--- config.mk ---
export PLATFORM = sky130hd
export DESIGN_NAME = lockpick_host
export DESIGN_NICKNAME = d
export VERILOG_FILES = /design/src/rtl/lockpick_host.sv
export SDC_FILE = /design/constraint.sdc
export NUM_CORES = 2
export LEC_CHECK = 0
export BUFFER_PORTS_ARGS = -buffer_cell sky130_fd_sc_hd__buf_2
export CAP_MARGIN = 20
export CELL_PAD_IN_SITES_DETAIL_PLACEMENT = 0
export CELL_PAD_IN_SITES_GLOBAL_PLACEMENT = 1
export CORE_MARGIN = 2
export CORE_UTILIZATION = 47
export DETAILED_ROUTE_END_ITERATION = 16
export HOLD_SLACK_MARGIN = 0.1
export PLACE_DENSITY_LB_ADDON = 0.1
export SLEW_MARGIN = 20
export SYNTH_ARGS = -nofsm -noshare
export SYNTH_HDL_FRONTEND = slang
export SYNTH_SLANG_ARGS = --single-unit
--- constraint.sdc ---
create_clock -name clk -period 55 [get_ports clk]
set_clock_uncertainty 0.1 [all_clocks]
set_input_delay 5.5 -clock clk [delete_from_list [all_inputs] [get_ports clk]]
set_output_delay 5.5 -clock clk [all_outputs]
set_load 0.01 [all_outputs]
--- src/rtl/lockpick_host.sv ---
// Initiator for the lockpick game core: takes one key-pair attempt, streams the
// key bytes to the core, collects the result stream and reports one record.
module lockpick_host #(
    parameter int unsigned NBYTES       = 32,
    parameter int unsigned BYTE_GAP     = 0,
    parameter int unsigned RESP_TIMEOUT = 64   // must be >= 2
) (
    input  logic                  clk,
    input  logic                  rst,
    input  logic                  cmd_valid,
    output logic                  cmd_ready,
    input  logic [NBYTES*8-1:0]   cmd_key_a,
    input  logic [NBYTES*8-1:0]   cmd_key_b,
    output logic                  start,
    output logic                  input_enable,
    output logic [7:0]            input_data,
    input  logic                  output_valid,
    input  logic [7:0]            output_data,
    input  logic [1:0]            status,
    output logic                  res_valid,
    output logic [1:0]            res_status,
    output logic [NBYTES*8-1:0]   res_msg,
    output logic                  res_msg_ok,
    output logic                  res_timeout,
    output logic                  need_start
);

    localparam int unsigned KeyW  = NBYTES * 8;
    localparam int unsigned GapW  = (BYTE_GAP > 0) ? $clog2(BYTE_GAP + 1) : 1;
    localparam int unsigned RespW = $clog2(RESP_TIMEOUT + 1);

    localparam logic [4:0]       LastByte = 5'(NBYTES - 1);
    localparam logic [GapW-1:0]  GapLoad  = GapW'(BYTE_GAP);
    // WAIT_RESP is entered the cycle after the last key byte with the counter at 0,
    // so leaving at RESP_TIMEOUT-2 puts DONE exactly RESP_TIMEOUT cycles after it.
    localparam logic [RespW-1:0] RespLast = RespW'(RESP_TIMEOUT - 2);

    typedef enum logic [2:0] {
        StIdle,
        StStart,
        StSendA,
        StSendB,
        StWaitResp,
        StRecv,
        StDone
    } state_e;

    state_e            state_q, state_d;
    logic [4:0]        byte_cnt_q, byte_cnt_d;
    logic [GapW-1:0]   gap_cnt_q, gap_cnt_d;
    logic [RespW-1:0]  resp_cnt_q, resp_cnt_d;
    logic [4:0]        rx_cnt_q, rx_cnt_d;
    logic [KeyW-1:0]   key_a_q, key_a_d;
    logic [KeyW-1:0]   key_b_q, key_b_d;
    logic [KeyW-1:0]   msg_q, msg_d;
    logic [1:0]        stat_q, stat_d;
    logic              need_start_q, need_start_d;
    logic [1:0]        res_status_q, res_status_d;
    logic [KeyW-1:0]   res_msg_q, res_msg_d;
    logic              res_timeout_q, res_timeout_d;
    logic              finish;
    logic              timed_out;

    // State and datapath registers.
    always_ff @(posedge clk or posedge rst) begin
        if (rst) begin
            state_q       <= StIdle;
            byte_cnt_q    <= '0;
            gap_cnt_q     <= '0;
            resp_cnt_q    <= '0;
            rx_cnt_q      <= '0;
            key_a_q       <= '0;
            key_b_q       <= '0;
            msg_q         <= '0;
            stat_q        <= '0;
            need_start_q  <= 1'b1;
            res_status_q  <= '0;
            res_msg_q     <= '0;
            res_timeout_q <= 1'b0;
        end else begin
            state_q       <= state_d;
            byte_cnt_q    <= byte_cnt_d;
            gap_cnt_q     <= gap_cnt_d;
            resp_cnt_q    <= resp_cnt_d;
            rx_cnt_q      <= rx_cnt_d;
            key_a_q       <= key_a_d;
            key_b_q       <= key_b_d;
            msg_q         <= msg_d;
            stat_q        <= stat_d;
            need_start_q  <= need_start_d;
            res_status_q  <= res_status_d;
            res_msg_q     <= res_msg_d;
            res_timeout_q <= res_timeout_d;
        end
    end

    // Next-state logic and game-core strobes.
    always_comb begin
        state_d       = state_q;
        byte_cnt_d    = byte_cnt_q;
        gap_cnt_d     = gap_cnt_q;
        resp_cnt_d    = resp_cnt_q;
        rx_cnt_d      = rx_cnt_q;
        key_a_d       = key_a_q;
        key_b_d       = key_b_q;
        msg_d         = msg_q;
        stat_d        = stat_q;
        need_start_d  = need_start_q;
        res_status_d  = res_status_q;
        res_msg_d     = res_msg_q;
        res_timeout_d = res_timeout_q;
        cmd_ready     = 1'b0;
        start         = 1'b0;
        input_enable  = 1'b0;
        input_data    = 8'h00;
        res_valid     = 1'b0;
        finish        = 1'b0;
        timed_out     = 1'b0;

        unique case (state_q)
            StIdle: begin
                cmd_ready = 1'b1;
                if (cmd_valid) begin
                    key_a_d    = cmd_key_a;
                    key_b_d    = cmd_key_b;
                    msg_d      = '0;
                    stat_d     = '0;
                    byte_cnt_d = '0;
                    gap_cnt_d  = '0;
                    rx_cnt_d   = '0;
                    resp_cnt_d = '0;
                    state_d    = need_start_q ? StStart : StSendA;
                end
            end
            StStart: begin
                start        = 1'b1;
                need_start_d = 1'b0;
                state_d      = StSendA;
            end
            StSendA: begin
                if (gap_cnt_q != '0) begin
                    gap_cnt_d = gap_cnt_q - 1'b1;
                end else begin
                    input_enable = 1'b1;
                    input_data   = key_a_q[{byte_cnt_q, 3'b000} +: 8];
                    gap_cnt_d    = GapLoad;
                    byte_cnt_d   = byte_cnt_q + 5'd1;
                    if (byte_cnt_q == LastByte) begin
                        byte_cnt_d = '0;
                        state_d    = StSendB;
                    end
                end
            end
            StSendB: begin
                if (gap_cnt_q != '0) begin
                    gap_cnt_d = gap_cnt_q - 1'b1;
                end else begin
                    input_enable = 1'b1;
                    input_data   = key_b_q[{byte_cnt_q, 3'b000} +: 8];
                    gap_cnt_d    = GapLoad;
                    byte_cnt_d   = byte_cnt_q + 5'd1;
                    if (byte_cnt_q == LastByte) begin
                        // No gap after the final key byte.
                        byte_cnt_d = '0;
                        gap_cnt_d  = '0;
                        resp_cnt_d = '0;
                        state_d    = StWaitResp;
                    end
                end
            end
            StWaitResp, StRecv: begin
                // The first beat may arrive while still waiting; it is byte 0.
                if (output_valid) begin
                    msg_d[{rx_cnt_q, 3'b000} +: 8] = output_data;
                    if (rx_cnt_q == 5'd0) begin
                        stat_d = status;
                    end
                    rx_cnt_d = rx_cnt_q + 5'd1;
                    state_d  = StRecv;
                    if (rx_cnt_q == LastByte) begin
                        rx_cnt_d = '0;
                        state_d  = StDone;
                        finish   = 1'b1;
                    end
                end else if (state_q == StWaitResp) begin
                    if (resp_cnt_q == RespLast) begin
                        state_d   = StDone;
                        finish    = 1'b1;
                        timed_out = 1'b1;
                    end else begin
                        resp_cnt_d = resp_cnt_q + 1'b1;
                    end
                end
            end
            StDone: begin
                res_valid = 1'b1;
                state_d   = StIdle;
            end
            default: begin
                state_d = StIdle;
            end
        endcase

        // Result record is published on entry to DONE and then held.
        if (finish) begin
            res_timeout_d = timed_out;
            res_status_d  = timed_out ? 2'b00 : stat_d;
            res_msg_d     = timed_out ? '0 : msg_d;
            // Win or lockout ends the game; error re-enters key entry by itself.
            if (timed_out || stat_d[1]) begin
                need_start_d = 1'b1;
            end
        end
    end

    // Expected-pattern check on the published message.
    always_comb begin
        logic [31:0] pat;
        unique case (res_status_q)
            2'b01:   pat = 32'hBAD0_BAD0;
            2'b10:   pat = 32'hFACE_FACE;
            2'b11:   pat = 32'hDEAD_DEAD;
            default: pat = 32'h0000_0000;
        endcase
        res_msg_ok = (res_status_q != 2'b00);
        for (int i = 0; i < int'(NBYTES / 4); i++) begin
            if (res_msg_q[32*i +: 32] != pat) begin
                res_msg_ok = 1'b0;
            end
        end
    end

    assign res_status  = res_status_q;
    assign res_msg     = res_msg_q;
    assign res_timeout = res_timeout_q;
    assign need_start  = need_start_q;

endmodule

After elaboration in Yosys (flattened, before gate mapping)
Cells that the tools add are included.
Word-level totals
  flip-flop bits (word level): 1051
  input port bits: 526
  word-level logic and storage cells: 134
  output and inout port bits: 273
Operators by class
  multiplexer cells: 65
  shift operators: 4
  add/subtract/negate cells: 5
  reductions and logical operators: 15
  equal/unequal tests: 32
Operators by type and width (number)
  256-bit 2-to-1 mux: 3
  256-bit one-hot mux with 2 select lines: 1
  256-bit by 9-bit variable part select with 8-bit output: 2
  256-bit bitwise mux: 1
  32-bit != test: 8
  8-bit by 10-bit variable shift with 256-bit output (first input constant): 1
  8-bit by 10-bit variable part select with 256-bit output: 1
  32-bit one-hot mux with 3 select lines: 1
  7-bit 2-to-1 mux: 6
  1-bit 2-to-1 mux: 25
  5-bit 2-to-1 mux: 5
  3-bit 2-to-1 mux: 8
  7-bit one-hot mux with 3 select lines: 1
  2-bit != test (second input constant): 10
  5-bit one-hot mux with 2 select lines: 2
  8-bit 2-to-1 mux: 2
  8-bit one-hot mux with 2 select lines: 1
  3-bit one-hot mux with 5 select lines: 1
  7-bit AND reduction: 2
  2-bit 2-to-1 mux: 6
  5-bit by 1-bit adder with 5-bit output (second input constant): 2
  5-bit equality test (second input constant): 2
  8-bit negation with 10-bit output: 1
  3-bit equality test (second input constant): 3
  other kinds (18): 26

Depth between registers and ports, before layout
  depth after elaboration: 11
  mapped depth: 12
  depth with buffers taken out: 10

Worst setup path before layout
OpenSTA, ideal clock, no wires.
  path type: register -> output
  start: reg res_status_q[0] (netlist: res_status[0])
  end: out res_msg_ok
  path buffers: 1
  arrival time: 2.606 ns
  setup slack: 46.794 ns
  stages on the path, launching flop included: 10
  required time: 49.400 ns
  path through: dfrtp_1 > inv_1 > ha_1 > clkbuf_1 > or4b_2 > o22ai_1 > nand4_1 > nor4_1 > nand4_1 > nor4_1
On the way
  longest elaborated chain between the ends: 11
  elaborated cells on any way between the ends: 21
  those cells by class: 11 x eq/ne; 9 x mux; 1 x reduce/logical
RTL lines
  start: declaration: line 58  | logic [1:0] res_status_q, res_status_d;
  start signal: assignment: line 91  | res_status_q <= res_status_d;
  2-bit equality test / 2-bit by 1-bit equality test with 1-bit output (equally long branches): line 219  | unique case (res_status_q)
  32-bit one-hot mux with 3 select lines: line 219
  32-bit != test: line 227  | if (res_msg_q[32*i +: 32] != pat) begin
  1-bit 2-to-1 mux (7 in a row): line 227
  1-bit 2-to-1 mux *: line 227
  end: declaration: line 23  | output logic res_msg_ok,
Every way passes the cells marked *; elsewhere a longest branch is shown, timed or not.

Worst setup path in the final report
  start: reg byte_cnt_q[1]
  end: out input_data[5]
On the way
  longest elaborated chain between the ends: 3
  elaborated cells on any way between the ends: 5
  those cells by class: 2 x shift; 3 x mux
RTL lines
  start: declaration: line 49  | logic [4:0] byte_cnt_q, byte_cnt_d;
  start signal: assignment: line 82  | byte_cnt_q <= byte_cnt_d;
  256-bit by 9-bit variable part select with 8-bit output, on equally long branches: line 159, 145
  8-bit 2-to-1 mux, on equally long branches: line 155, 141
  8-bit one-hot mux with 2 select lines *: line 120  | unique case (state_q)
  end: declaration: line 16  | output logic [7:0] input_data,
Marks and branches as above.

==> run_results.csv <==
group,metric,value,unit
logic_synthesis,synth_top_area_share,56.23,%
floorplanning,dieArea,101900,sq um
logic_synthesis,ys_warn_count,0,
cts,clock_sinks,1050,
logic_synthesis,yosysSeqAreaShare,56.29,%
route,drt_iter0_markers,4485,
run_status,status,"complete, no violations",
worst_setup_path,r2r_start,"rx_cnt_q[0]$_DFFE_PP0P_",
place,place_congestion,0.9619,
worst_setup_path,crit_start,"byte_cnt_q[1]$_DFFE_PP0P_",
timing,relSlewSlack,22.87,%
cts,cts_setup_buffers,0,
cts,cts_hold_buf,0,
grt,grt_pass1_wl,266.1,mm
pwr,power,0.002563,W
place,dp_slack,45.42,ns
route,dr.pass1.iters,6,
floorplanning,initial_core_util,47.43,%
worst_setup_path,worstPathRequired,49.40,ns
timing,min_period,10.19,ns
cts,cts_max_level,3,
worst_setup_path,crit_path_max_fanout,36,
logic_synthesis,ys_ff_latch,1050,
cells_and_area,drive_gt1_share,22.38,%
worst_setup_path,start_kind,"flop",
worst_setup_path,rrSetupSlack,50.53,ns
logic_synthesis,syn-num-nets,5224,
floorplanning,core_area,98420,sq um
timing,worst_slack,44.81,ns
cells_and_area,syn2layout_area_growth,19.64,%
timing,drv_slew,0,
cts,cts.root.buffer_cell,"clkbuf_16",
cells_and_area,seq_area,26290,sq um
floorplanning,top_level_ports,799,
route,drtAntennaViolNets,0,
grt,grt_pass1_vias,39194,
logic_synthesis,synth.distinct_cells,69,
timing,min_period_over_period,18.52,%
timing,tightest_slew,1.146,ns
floorplanning,die_height,319.2,um
logic_synthesis,synth-edff-count,0,
logic_synthesis,syn_area,46680,sq um
cts,cts_tree,"yes",
cells_and_area,fill_cells,8983,
worst_hold_path,hold_path_class,"flop to flop",
floorplanning,die_w,319.2,um
worst_setup_path,worst_ep_arrival_time,4.59,ns
worst_setup_path,critical_path.endpoint,"input_data[5]",
place,place_area,51680,sq um
grt,overflow,0,
logic_synthesis,async_flop_share,100.0,%
worst_setup_path,end_kind,"primary output",
logic_synthesis,avgSynthCellArea,9.972,sq um
cells_and_area,multi_input_area,19340,sq um
grt,grt_usage,35.41,%
worst_setup_path,r2r.worst_path.cells,10,
grt,grt_max_degree,240,
logic_synthesis,synthFlopType,"dfrtp_1",
cells_and_area,postLayoutCellArea,55850,sq um
place,port_buffers,798,
pwr,power.density,45.90,nW/um^2
cts,cts_buffers,114,
logic_synthesis,synthCells,4681,
floorplanning,rows,115,
timing,finalSetupViolCount,0,
cts,cts_buffer_depth,3,
cts,clkTransAtPathRegs,0.06,ns
cells_and_area,final_nets,5917,
timing,clock.fmax,0.09817,GHz
route,wl_per_cell,27.00,um
logic_synthesis,synthTopCellsByArea,"dfrtp_1 56%, nand2_1 15%, mux4_2 6.9%",
cts,post_cts_resized,0,
pwr,leakage,28.27,nW
route,drc,0,
worst_setup_path,crit_type,"flop to primary output",
cts,insertion_delay,0.72,ns
place,place_hpwl,131.5,mm
timing,final.setup.tns,0,ns
grt,antenna_found_initial,21,
flow_run,maxCapViolCount,0,
route,avgViaCountPerCell,5.947,
worst_setup_path,rr_endpoint,"res_msg[137]$_DFFE_PP0P_",
timing,hold_violations,0,
logic_synthesis,yosysTopAreaCell,"dfrtp_1",
route,via_count,40250,
route,wirelength,182.7,mm
pwr,ir_drop,0.03599,mV
timing,grt_setup_unrepaired,"false",
## cells in the mapped netlist, types with 4 or more instances
| cell | n |
|---|---|
| nor3_1 | 48 |
| inv_1 | 19 |
| nor2b_1 | 5 |
| mux4_2 | 144 |
| a211oi_1 | 18 |
| ha_1 | 17 |
| nor2_1 | 242 |
| nor2_4 | 6 |
| and3_1 | 19 |
| mux2i_1 | 64 |
| or3_1 | 6 |
| a21o_1 | 26 |
| o31ai_1 | 15 |
| a21boi_0 | 4 |
| a22o_1 | 118 |
| nor3_2 | 5 |
| a22oi_1 | 41 |
| nand2_1 | 1839 |
| o2bb2ai_1 | 51 |
| clkbuf_1 | 233 |
| o22ai_1 | 23 |
| dfrtp_1 | 1049 |
| a32o_1 | 4 |
| and2_1 | 11 |
| a21oi_1 | 47 |
| nor4_1 | 40 |
| nand3_1 | 36 |
| o21ai_0 | 200 |
| buf_1 | 10 |
| nor2_2 | 4 |
| nand2b_1 | 7 |
| a221o_1 | 137 |
| a31oi_1 | 13 |
| buf_2 | 21 |
| or4_1 | 20 |
| o21ai_1 | 38 |
| nand4_1 | 50 |
## flip-flops by register name, summed over array words and instances, names as in the netlist
| register | cells |
|---|---|
| res_msg | 256 |
| res_status | 2 |
| byte_cnt_q | 5 |
| key_a_q | 256 |
| stat_q | 2 |
| need_start | 1 |
| key_b_q | 256 |
| msg_q | 256 |
| res_timeout | 1 |
| state_q | 3 |
| resp_cnt_q | 7 |
| rx_cnt_q | 5 |
## critical path: stages (launching register included)
cell,delay [ns]
dfrtp_4,0.64
buf_4,0.66
buf_4,0.65
mux4_2,0.57
mux4_2,0.50
a22oi_1,0.17
o21ai_0,0.39
buf_2,0.30
## routing by layer
metal	routed length [um]	up-vias	GRT usage (%)
met5	13	-	0
met4	10580	2	17.97
met3	14750	430	7.278
met2	85270	1972	55.43
met1	72090	20167	46.97
li1	-	17679	-
## cells by family (layout without fill, tap and decap cells)
kind of cell	count (synthesis)	in the layout	share of synthesized area, %
and+or+nand+nor	2356	2356	20.59
DFF	1050	1050	56.29
AOI/OAI and AO/OA	760	760	11.87
buffers and inverters	287	1075	2.412
muxes	208	208	8.320
adders and majority gates	17	17	0.4557
xor gates and xnor gates	3	3	0.05630
other	0	12	0
## how the worst min path moves through the flow
stage                     slack, ns                      from  cells past startpoint                        to
after global routing           0.38       msg_q[57]$_DFF_PP0_                      1       msg_q[57]$_DFF_PP0_
after detailed placement       0.36  key_a_q[106]$_DFFE_PP0P_                      2  key_a_q[106]$_DFFE_PP0P_
after global placement         0.35  key_a_q[106]$_DFFE_PP0P_                      2  key_a_q[106]$_DFFE_PP0P_
final                          0.37  key_a_q[249]$_DFFE_PP0P_                      2  key_a_q[249]$_DFFE_PP0P_
after CTS                      0.37  key_a_q[249]$_DFFE_PP0P_                      2  key_a_q[249]$_DFFE_PP0P_
after floorplan                0.34  key_a_q[100]$_DFFE_PP0P_                      2  key_a_q[100]$_DFFE_PP0P_
## area by class of cell
cell class | count | share of cell area, %
repair buffers | 845 | 7.906
well taps | 1287 | 2.883
diodes | 12 | 0.05377
multi-input cells | 3344 | 34.63
inverters | 19 | 0.1411
clock inverters | 50 | 1.407
flip-flops and latches | 1050 | 47.07
clock buffers | 161 | 5.915
## layout by cell type, fill, tap and decap left out, types with 46 or more instances in the layout
master / count
nand2_1: 1837
dfrtp_1: 1046
buf_2: 798
nor2_1: 241
o21ai_0: 200
mux4_2: 144
a221o_1: 137
a22o_1: 118
clkbuf_16: 117
mux2i_1: 64
o2bb2ai_1: 51
nand4_1: 50
nor3_1: 48
a21oi_1: 46
## power breakdown
group	switching, W	total, W	leakage (nW)	internal (W)
combinational	0.000385	0.000664	12.2	0.000279
sequential	0.000117	0.00106	14.1	0.000945
clock	0.000331	0.000837	2.00	0.000507
## through the flow
stage                     cells  utilization [%]  hold slack (ns)
after floorplan            4681                -           0.3403
after detailed placement   6544            52.51           0.3571
after CTS                  6755            56.67           0.3713
final                      6768            56.74           0.3668
after global routing       6763            56.73           0.3817
after global placement     6544            52.51           0.3525
No activity file was read; power rests on OpenSTA's default activity.
